## src/rtl/ifm_pkg.sv

```systemverilog
// Shared types and sizing helpers for the instruction fetch memory.
// Fault codes match the 2-bit resp_fault encoding: {out_of_range, misaligned}.
package ifm_pkg;

  typedef enum logic [1:0] {
    FAULT_OK       = 2'b00,
    FAULT_MISALIGN = 2'b01,
    FAULT_RANGE    = 2'b10,
    FAULT_BOTH     = 2'b11
  } fault_e;

  typedef enum logic {
    RESP_EMPTY = 1'b0,
    RESP_FULL  = 1'b1
  } resp_state_e;

  localparam logic [31:0] DEFAULT_NOP_INST = 32'h0000_0000;

  function automatic int byte_idx_w(input int depth_bytes);
    return (depth_bytes > 1) ? $clog2(depth_bytes) : 1;
  endfunction

  // Word index drops the two byte-offset bits; never narrower than one bit.
  function automatic int word_idx_w(input int depth_bytes);
    return (byte_idx_w(depth_bytes) > 2) ? byte_idx_w(depth_bytes) - 2 : 1;
  endfunction

endpackage

```

## src/rtl/imem_byte_array.sv

```systemverilog
// Byte storage as four byte lanes; lane 3 holds the byte at the word address,
// so the combinational read is big-endian. No reset: contents survive it.
module imem_byte_array
  import ifm_pkg::*;
#(
  parameter int DEPTH_BYTES = 256,
  parameter int WORD_IDX_W  = word_idx_w(DEPTH_BYTES)
) (
  input  logic                  clk,
  input  logic [WORD_IDX_W-1:0] rd_idx,
  output logic [31:0]           rd_data,
  input  logic                  wr_en,
  input  logic [WORD_IDX_W-1:0] wr_idx,
  input  logic [3:0]            wr_be,
  input  logic [31:0]           wr_data
);

  localparam int NUM_WORDS = DEPTH_BYTES / 4;

  for (genvar l = 0; l < 4; l++) begin : g_lane
    logic [7:0] lane_q [NUM_WORDS];

    always_ff @(posedge clk) begin
      if (wr_en && wr_be[l]) lane_q[wr_idx] <= wr_data[8*l +: 8];
    end

    assign rd_data[8*l +: 8] = lane_q[rd_idx];
  end

endmodule

```

## src/rtl/instr_fetch_mem.sv

```systemverilog
// Clocked instruction memory: valid/ready fetch with one registered response
// slot, word-write program load, misalign/range faults and a fetch counter.
module instr_fetch_mem
  import ifm_pkg::*;
#(
  parameter int          ADDR_W      = 32,
  parameter int          DEPTH_BYTES = 256,
  parameter logic [31:0] NOP_INST    = DEFAULT_NOP_INST
) (
  input  logic              clk,
  input  logic              reset,
  input  logic              req_valid,
  output logic              req_ready,
  input  logic [ADDR_W-1:0] req_pc,
  output logic              resp_valid,
  input  logic              resp_ready,
  output logic [31:0]       resp_inst,
  output logic [1:0]        resp_fault,
  input  logic              load_en,
  input  logic [ADDR_W-1:0] load_addr,
  input  logic [31:0]       load_data,
  input  logic [3:0]        load_be,
  output logic              load_err,
  output logic [31:0]       fetch_count
);

  localparam int              WIW       = word_idx_w(DEPTH_BYTES);
  // One extra bit so addresses near 2^ADDR_W cannot wrap into range.
  localparam logic [ADDR_W:0] LAST_WORD = (ADDR_W+1)'(DEPTH_BYTES - 4);

  resp_state_e state_q, state_d;
  logic [31:0] inst_q, inst_d;
  fault_e      fault_q, fault_d;
  logic [31:0] cnt_q, cnt_d;
  logic        load_err_q, load_err_d;

  logic           accept, pc_mis, pc_oor, ld_bad, wr_en;
  fault_e         pc_fault;
  logic [31:0]    rd_data;
  logic [WIW-1:0] rd_idx, wr_idx;

  assign resp_valid  = (state_q == RESP_FULL);
  assign resp_inst   = inst_q;
  assign resp_fault  = fault_q;
  assign load_err    = load_err_q;
  assign fetch_count = cnt_q;
  assign req_ready   = !reset && !load_en && (!resp_valid || resp_ready);
  assign accept      = req_valid && req_ready;

  always_comb begin
    pc_mis   = |req_pc[1:0];
    pc_oor   = {1'b0, req_pc} > LAST_WORD;
    pc_fault = fault_e'({pc_oor, pc_mis});
    rd_idx   = WIW'(req_pc >> 2);
    ld_bad   = (|load_addr[1:0]) || ({1'b0, load_addr} > LAST_WORD);
    wr_idx   = WIW'(load_addr >> 2);
    wr_en    = load_en && !reset && !ld_bad;
  end

  always_comb begin
    state_d    = state_q;
    inst_d     = inst_q;
    fault_d    = fault_q;
    cnt_d      = cnt_q;
    load_err_d = load_en && ld_bad;
    if (accept) begin
      state_d = RESP_FULL;
      inst_d  = (pc_fault == FAULT_OK) ? rd_data : NOP_INST;
      fault_d = pc_fault;
      cnt_d   = cnt_q + 32'd1;
    end else if (state_q == RESP_FULL && resp_ready) begin
      state_d = RESP_EMPTY;
    end
  end

  always_ff @(posedge clk) begin
    if (reset) begin
      state_q    <= RESP_EMPTY;
      inst_q     <= '0;
      fault_q    <= FAULT_OK;
      cnt_q      <= '0;
      load_err_q <= 1'b0;
    end else begin
      state_q    <= state_d;
      inst_q     <= inst_d;
      fault_q    <= fault_d;
      cnt_q      <= cnt_d;
      load_err_q <= load_err_d;
    end
  end

  imem_byte_array #(
    .DEPTH_BYTES (DEPTH_BYTES),
    .WORD_IDX_W  (WIW)
  ) u_mem (
    .clk     (clk),
    .rd_idx  (rd_idx),
    .rd_data (rd_data),
    .wr_en   (wr_en),
    .wr_idx  (wr_idx),
    .wr_be   (load_be),
    .wr_data (load_data)
  );

endmodule

```

## config.mk

```make
export PLATFORM = sky130hd
export DESIGN_NAME = instr_fetch_mem
export DESIGN_NICKNAME = d
export VERILOG_FILES = /design/src/rtl/ifm_pkg.sv /design/src/rtl/imem_byte_array.sv /design/src/rtl/instr_fetch_mem.sv
export SDC_FILE = /design/constraint.sdc
export NUM_CORES = 2
export LEC_CHECK = 0
export ABC_CLOCK_PERIOD_IN_PS = 3300
export CAP_MARGIN = 20
export CORE_MARGIN = 8
export CORE_UTILIZATION = 61
export CTS_CLUSTER_SIZE = 10
export DETAILED_ROUTE_END_ITERATION = 8
export GPL_ROUTABILITY_DRIVEN = 0
export PLACE_DENSITY = 0.76
export SYNTH_ARGS = -nofsm -noshare
export SYNTH_HDL_FRONTEND = slang
export SYNTH_SLANG_ARGS = --single-unit
```

## constraint.sdc

```tcl
create_clock -name clk -period 3.3 [get_ports clk]
set_input_delay 0.825 -clock clk [delete_from_list [all_inputs] [get_ports clk]]
set_output_delay 0.825 -clock clk [all_outputs]
set_load 0.01 [all_outputs]
```

==> After elaboration in Yosys (flattened, before gate mapping) <==
Memories as Yosys holds them, arrays and structs flattened.
Index checks and enable logic that the tools add are counted.
{ "op_classes": {"mux": 11, "n_lt_le_gt_ge": 2, "multipliers": 0, "n_div": 0, "n_reduce_logical": 21, "eq_ne": 0, "shifts": 0, "n_addsub": 1, "bitwise_logic": 0} }
{ "ops": {"columns": ["cell", "count"], "rows": [
  ["$gt 32x8->1 const B", 2],
  ["$add 32x1->32 const B", 1],
  ["$mux 32", 1],
  ["$logic_and 1x1->1", 11],
  ["$mux 1", 10],
  ["$logic_not 1->1", 4],
  ["$reduce_or 2->1", 2],
  ["$logic_not 2->1", 1],
  ["$logic_or 1x1->1", 2],
  ["$reduce_bool 2->1", 1]
]} }
{ "totals": {"latch_bits": 0, "mem_count": 4, "in_bits": 105, "mem_bits_rw": 2048, "ff_bits": 68, "romBits": 0} }
{ "memory_table": {"columns": ["name", "depth", "word_bits", "rd", "rd_clocked_by_memory_dff", "wr", "line", "rtl"], "rows": [
  ["u_mem.g_lane[0].lane_q", 64, 8, 1, 0, 1, "imem_byte_array.sv:21", "logic [7:0] lane_q [NUM_WORDS];"],
  ["u_mem.g_lane[1].lane_q", 64, 8, 1, 0, 1, "imem_byte_array.sv:21", null],
  ["u_mem.g_lane[2].lane_q", 64, 8, 1, 0, 1, "imem_byte_array.sv:21", null],
  ["u_mem.g_lane[3].lane_q", 64, 8, 1, 0, 1, "imem_byte_array.sv:21", null]
]} }

==> Depth between registers and ports, before layout <==
{ "logic_depth": {"ltp_word": 7, "depth_mapped": 9} }

==> Cells and area by module <==
A second synthesis with hierarchy kept.
{ "hier_totals": {"cells_unflattened": 3932, "area_unflattened_um2": 81665.8} }
{ "by_module_without_submodules": {"columns": ["module", "area_each_um2", "seq_area_each_um2", "cells_each", "instances"], "rows": [
  ["imem_byte_array", 78650.4, 61499.0, 3575, 1],
  ["instr_fetch_mem", 3015.4, 1361.3, 357, 1]
]} }

==> Worst setup path after synthesis <==
No wires, ideal clock.
{ "synth_timing": {"path_kind": "input to register", "startpoint": "input load_addr[1]", "endpoint": "memory u_mem.g_lane[2].lane_q[12][0] (enable)", "t_required_ns": 2.930, "path_stages": 6, "slack_ns": 0.518, "arrival_time_ns": 2.412, "path_buffers": 1, "setup_ns": 0.370, "path_cell_list": "nor4_1 nand4_1 nor3_1 nand2_1 clkbuf_1 nor2_1"} }
{ "synth_between": {"elab_chain_cells": 7, "elab_cells_between_ends": 8, "classes_between": "1 x order compare; 2 x mux; 5 x reduce/logical"} }
{ "synth_lines": {"columns": ["element", "line", "rtl"], "rows": [
  ["from (decl)", "instr_fetch_mem.sv:20", "input logic [ADDR_W-1:0] load_addr,"],
  ["$gt 32x8->1 / $reduce_or 2->1 (equally long branches)", "instr_fetch_mem.sv:55", "ld_bad = (|load_addr[1:0]) || ({1'b0, load_addr} > LAST_WORD);"],
  ["$logic_or 1x1->1 (*)", "instr_fetch_mem.sv:55", null],
  ["$logic_not 1->1 (*)", "instr_fetch_mem.sv:57", "wr_en = load_en && !reset && !ld_bad;"],
  ["$logic_and 1x1->1 (*)", "instr_fetch_mem.sv:57", null],
  ["$logic_and 1x1->1 (*)", "imem_byte_array.sv:24", "if (wr_en && wr_be[l]) lane_q[wr_idx] <= wr_data[8*l +: 8];"],
  ["$mux 1 (*)", "imem_byte_array.sv:24", null],
  ["$mux 1 (implied by the code) (*)", "imem_byte_array.sv:24", null],
  ["to (decl)", "imem_byte_array.sv:21", null]
]} }
Every way passes the cells marked *; elsewhere a longest branch is shown, timed or not.

==> Final worst setup path <==
{ "layout_timing": {"startpoint": "input reset", "endpoint": "output req_ready"} }
{ "layout_between": {"elab_chain_cells": 3} }
{ "layout_lines": {"columns": ["element", "line", "rtl"], "rows": [
  ["from (decl)", "instr_fetch_mem.sv:11", "input logic reset,"],
  ["$logic_not 1->1", "instr_fetch_mem.sv:47", "assign req_ready = !reset && !load_en && (!resp_valid || resp_ready);"],
  ["$logic_and 1x1->1 (2 in series)", "instr_fetch_mem.sv:47", null],
  ["to (decl)", "instr_fetch_mem.sv:13", "output logic req_ready,"]
]} }
Every way passes these cells.

==> report_table.html <==
<table>
<tr><th>Metric</th><th>Value</th></tr>
<tr><th colspan="2">Cells and area</th></tr>
<tr><td>Post-route design area</td><td>96500 um^2</td></tr>
<tr><td>Layout area overhead</td><td>17.48%</td></tr>
<tr><td>Reg area</td><td>62860 um^2</td></tr>
<tr><td>Count of filler cells inserted in the layout</td><td>7613</td></tr>
<tr><td>Fraction of final layout cells with drive strength greater than 1</td><td>23.76%</td></tr>
<tr><td>Total area of multi-input combinational cells</td><td>18120 um^2</td></tr>
<tr><td>Non-Filler Instances</td><td>6843</td></tr>
<tr><td>Total number of nets in the final design</td><td>5029</td></tr>
<tr><th colspan="2">Worst setup path</th></tr>
<tr><td>Highest net fanout along the worst path</td><td>6</td></tr>
<tr><td>Worst Path Arrival</td><td>2250 ps</td></tr>
<tr><td>Required time of the critical path</td><td>2470 ps</td></tr>
<tr><td>Crit-path max cell delay</td><td>610 ps</td></tr>
<tr><td>Kind of cell adding the most delay to the critical path</td><td>buffers and inverters</td></tr>
<tr><td>Worst path cell trace</td><td>clkdlybuf4s50_1 &gt; nor3_1 &gt; clkdlybuf4s50_1</td></tr>
<tr><td>Kind of start point of the critical path</td><td>input pin</td></tr>
<tr><td>Cell at the slowest stage of the critical path</td><td>sky130_fd_sc_hd__clkdlybuf4s50_1</td></tr>
<tr><td>Bufs and invs on worst path</td><td>2</td></tr>
<tr><td>Dominant cell type by count on the critical path</td><td>sky130_fd_sc_hd__clkdlybuf4s50_1</td></tr>
<tr><td>Crit. Startpoint</td><td>reset</td></tr>
<tr><td>Reg-to-reg startpoint</td><td>u_mem.g_lane[0].lane_q[38][2]</td></tr>
<tr><td>Type of the setup path with the least slack</td><td>in -&gt; out</td></tr>
<tr><td>Capturing element type of the critical path</td><td>primary output</td></tr>
<tr><th colspan="2">Logic synthesis</th></tr>
<tr><td>Largest cells by area after synthesis</td><td>sky130_fd_sc_hd__edfxtp_1 (75%), sky130_fd_sc_hd__mux4_2 (8.7%), sky130_fd_sc_hd__mux2i_1 (6.3%)</td></tr>
<tr><td>Cell taking the most area after synthesis</td><td>sky130_fd_sc_hd__edfxtp_1</td></tr>
<tr><td>Synth Register Bits</td><td>2116</td></tr>
<tr><td>Library cell with the highest instance count after synthesis</td><td>sky130_fd_sc_hd__edfxtp_1</td></tr>
<tr><td>Most frequent cells after synthesis</td><td>sky130_fd_sc_hd__edfxtp_1 (2048), sky130_fd_sc_hd__mux2i_1 (515), sky130_fd_sc_hd__mux4_2 (319)</td></tr>
<tr><td>Unique masters post-synth</td><td>50</td></tr>
<tr><td>Net count after synthesis</td><td>4300</td></tr>
<tr><td>Post-synthesis sequential area ratio</td><td>76.53%</td></tr>
<tr><td>Cell count after synthesis</td><td>4194</td></tr>
<tr><td>Post-Synthesis Cell Area</td><td>82140 um^2</td></tr>
<tr><td>Number of synthesis warnings</td><td>0</td></tr>
<tr><td>Synth Flop Type</td><td>sky130_fd_sc_hd__edfxtp_1</td></tr>
<tr><td>Post-synthesis average cell area</td><td>19.58 um^2</td></tr>
<tr><td>Proportion of register bits with asynchronous set or reset after synthesis</td><td>0%</td></tr>
<tr><td>Top cell type's share of synthesized area</td><td>74.87%</td></tr>
<tr><td>Number of flops mapped to enable cells by yosys</td><td>2048</td></tr>
<tr><th colspan="2">STA</th></tr>
<tr><td>Fmax</td><td>0.3257 GHz</td></tr>
<tr><td>Pin slew with the least headroom to its limit</td><td>1136 ps</td></tr>
<tr><td>Minimum hold slack</td><td>286.0 ps</td></tr>
<tr><td>Part of the cycle the worst path needs</td><td>93.03%</td></tr>
<tr><td>Count of endpoints failing hold in the final timing report</td><td>0</td></tr>
<tr><td>Final setup slack of the worst path</td><td>229.9 ps</td></tr>
<tr><td>Relative slew slack</td><td>24.14%</td></tr>
<tr><td>Final slew viol count</td><td>0</td></tr>
<tr><td>Unrepaired setup endpoints after global routing</td><td>false</td></tr>
<tr><td>Setup skew after layout</td><td>31.99 ps</td></tr>
<tr><td>Total of endpoints with negative setup slack in the final report</td><td>0</td></tr>
<tr><td>Post-layout min period</td><td>3070 ps</td></tr>
<tr><th colspan="2">Worst hold path</th></tr>
<tr><td>Min-Delay Path Class</td><td>in -&gt; reg</td></tr>
<tr><td>Startpoint of the tightest hold check path</td><td>load_data[29]</td></tr>
<tr><th colspan="2">GRT</th></tr>
<tr><td>Remaining global-route overflow</td><td>0</td></tr>
<tr><td>Maximum number of pins on one net before global-route repair</td><td>65</td></tr>
<tr><td>Initial antenna violation count</td><td>22</td></tr>
<tr><td>Global-route wire length before repair</td><td>318.7 mm</td></tr>
<tr><td>Total routing resource utilization after global routing</td><td>30.19%</td></tr>
<tr><td>Via count of the first global-routing pass</td><td>45630</td></tr>
<tr><th colspan="2">Pwr</th></tr>
<tr><td>Part of the power in combinational logic</td><td>4.7%</td></tr>
<tr><td>Share of total power in the clock network</td><td>41.7%</td></tr>
<tr><td>Int Power</td><td>0.04336 W</td></tr>
<tr><td>Share of total power consumed by net switching</td><td>21.14%</td></tr>
<tr><td>Static leakage power</td><td>32.16 nW</td></tr>
<tr><td>Switching Power</td><td>0.01162 W</td></tr>
<tr><td>Power Density</td><td>569.8 nW/um^2</td></tr>
<tr><td>Largest vdd supply drop</td><td>0.5103 mV</td></tr>
<tr><td>Proportion of power drawn by flip-flops and latches</td><td>53.6%</td></tr>
<tr><th colspan="2">Place</th></tr>
<tr><td>PortBufs</td><td>173</td></tr>
<tr><td>Post-DP Area</td><td>89830 um^2</td></tr>
<tr><td>DP Worst Slack</td><td>-124.7 ps</td></tr>
<tr><td>Number of cells in the design after placement</td><td>6459</td></tr>
<tr><td>HPWL after detailed placement</td><td>145.7 mm</td></tr>
<tr><th colspan="2">Floorplan</th></tr>
<tr><td>Starting density of the core</td><td>61.47%</td></tr>
<tr><td>Placeable core region</td><td>133600 um^2</td></tr>
<tr><td>Area of the die</td><td>146700 um^2</td></tr>
<tr><td>Die height</td><td>383.0 um</td></tr>
<tr><td>Row count</td><td>134</td></tr>
<tr><td>Io pins</td><td>174</td></tr>
<tr><td>Width of the die</td><td>383.0 um</td></tr>
<tr><th colspan="2">Run</th></tr>
<tr><td>Number of violations of the max-capacitance limit</td><td>0</td></tr>
<tr><th colspan="2">Clock tree</th></tr>
<tr><td>Reg clk slew, reported paths</td><td>60 ps</td></tr>
<tr><td>Insertion delay of the later-clocked pin in the worst-skew pair</td><td>880 ps</td></tr>
<tr><td>Post-cts repair resize count</td><td>0</td></tr>
<tr><td>CTS Hold Bufs</td><td>0</td></tr>
<tr><td>Total number of clock tree sinks</td><td>2116</td></tr>
<tr><td>Root buffer cell</td><td>sky130_fd_sc_hd__clkbuf_16</td></tr>
<tr><td>Number of clock buffers inserted by TritonCTS</td><td>230</td></tr>
<tr><td>Clock H-tree levels</td><td>4</td></tr>
<tr><td>Buffer depth of the longest clock path</td><td>3</td></tr>
<tr><td>Post-CTS Setup Repair Bufs</td><td>0</td></tr>
<tr><td>Clock tree from TritonCTS</td><td>done</td></tr>
<tr><th colspan="2">Routing</th></tr>
<tr><td>Max Used Layer</td><td>met5</td></tr>
<tr><td>Wire length on met3</td><td>29.18 mm</td></tr>
<tr><td>Per-cell routed wire length</td><td>32.66 um</td></tr>
<tr><td>Metal1 wirelength</td><td>80.84 mm</td></tr>
<tr><td>Length of the first detailed-routing pass in iterations</td><td>6</td></tr>
<tr><td>Met2 layer wire length in the routed design</td><td>101.9 mm</td></tr>
<tr><td>Final wirelength</td><td>223.5 mm</td></tr>
<tr><td>DR vias</td><td>46110</td></tr>
<tr><td>Detailed-route vias per instance</td><td>6.739</td></tr>
<tr><td>DRC violation count after routing</td><td>0</td></tr>
<tr><td>DR iter-0 viols</td><td>7219</td></tr>
<tr><td>Routed Antenna Nets</td><td>0</td></tr>
<tr><th colspan="2">Run status</th></tr>
<tr><td>Outcome</td><td>finished clean</td></tr>
</table>
[layout make-up]
type	count	area share, %
sequential	2116	65.14
clock buffer	349	6.448
timing repair buffer	745	6.853
clock inverter	15	0.4071
tap	1768	2.292
inverter	7	0.02723
antenna	20	0.05187
multi-input combinational	1823	18.78
[kinds of logic (layout without fill, tap and decap cells)]
logic type	Yosys count	count (layout)	synth area share, %
fa+ha+maj	1	1	0.01523
compound gates	407	407	3.532
simple gates	572	572	3.260
buf+inv	255	1116	1.542
xor+xnor	8	8	0.08531
other cells	0	20	0
mux	835	835	15.04
flops	2116	2116	76.53
[power groups by stage]
stage	clock [W]	combinational [W]	sequential (W)
after floorplan	0	0.00125	0.0300
after global placement	0	0.00249	0.0300
after detailed placement	0	0.00255	0.0300
after CTS	0.0231	0.00257	0.0295
after global routing	0.0242	0.00269	0.0294
final	0.0229	0.00260	0.0295
[path summary, 6_finish.rpt]
check | to | slack (ps) | depth (start not counted)
worst max register to register | resp_inst[2] | 1090 | 4
worst max-delay path | req_ready | 230 | 3
worst min register to register | resp_inst[31] | 470 | 2
worst min-delay path | u_mem.g_lane[3].lane_q[3][5] | 290 | 1
[placed cells by master, fill, tap and decap left out, drive strengths merged, types with 4 or more instances in the layout]
cell type,count
edfxtp,2048
buf,608
mux2i,515
clkbuf,349
mux4,319
nor2,283
a22oi,256
clkdlybuf4s50,137
nand2,118
nand4,80
dfxtp,68
o31ai,33
o21a,31
o22ai,31
a21oi,27
o21ai,21
or3,21
diode,20
nor4,13
clkinv,13
inv,9
nand3,7
nor3b,6
xor2,5
nor4b,5
or4,4
and4b,4
and2,4
nor3,4
[registers in the layout, indices dropped and copies added, names as in the netlist]
| name | count |
|---|---|
| resp_fault | 2 |
| resp_inst | 32 |
| resp_valid | 1 |
| load_err | 1 |
| fetch_count | 32 |
| u_mem.g_lane.lane_q | 2048 |
[per-layer routing]
metal / up-vias / GRT usage [%]
met2: 3531 / 45.49
met4: 8 / 14.24
met1: 23430 / 41.46
met3: 523 / 8.274
li1: 18620 / -
met5: - / 0.6942
[metrics by stage]
stage	power [W]	utilization, %	setup TNS, ps
after global placement	0.03250	67.23	-2604
after CTS	0.05517	72.18	0
after floorplan	0.03127	-	0
after global routing	0.05628	72.19	0
after detailed placement	0.03255	67.23	-2170
final	0.05498	72.21	0
Power figures use the tool's default switching activity.
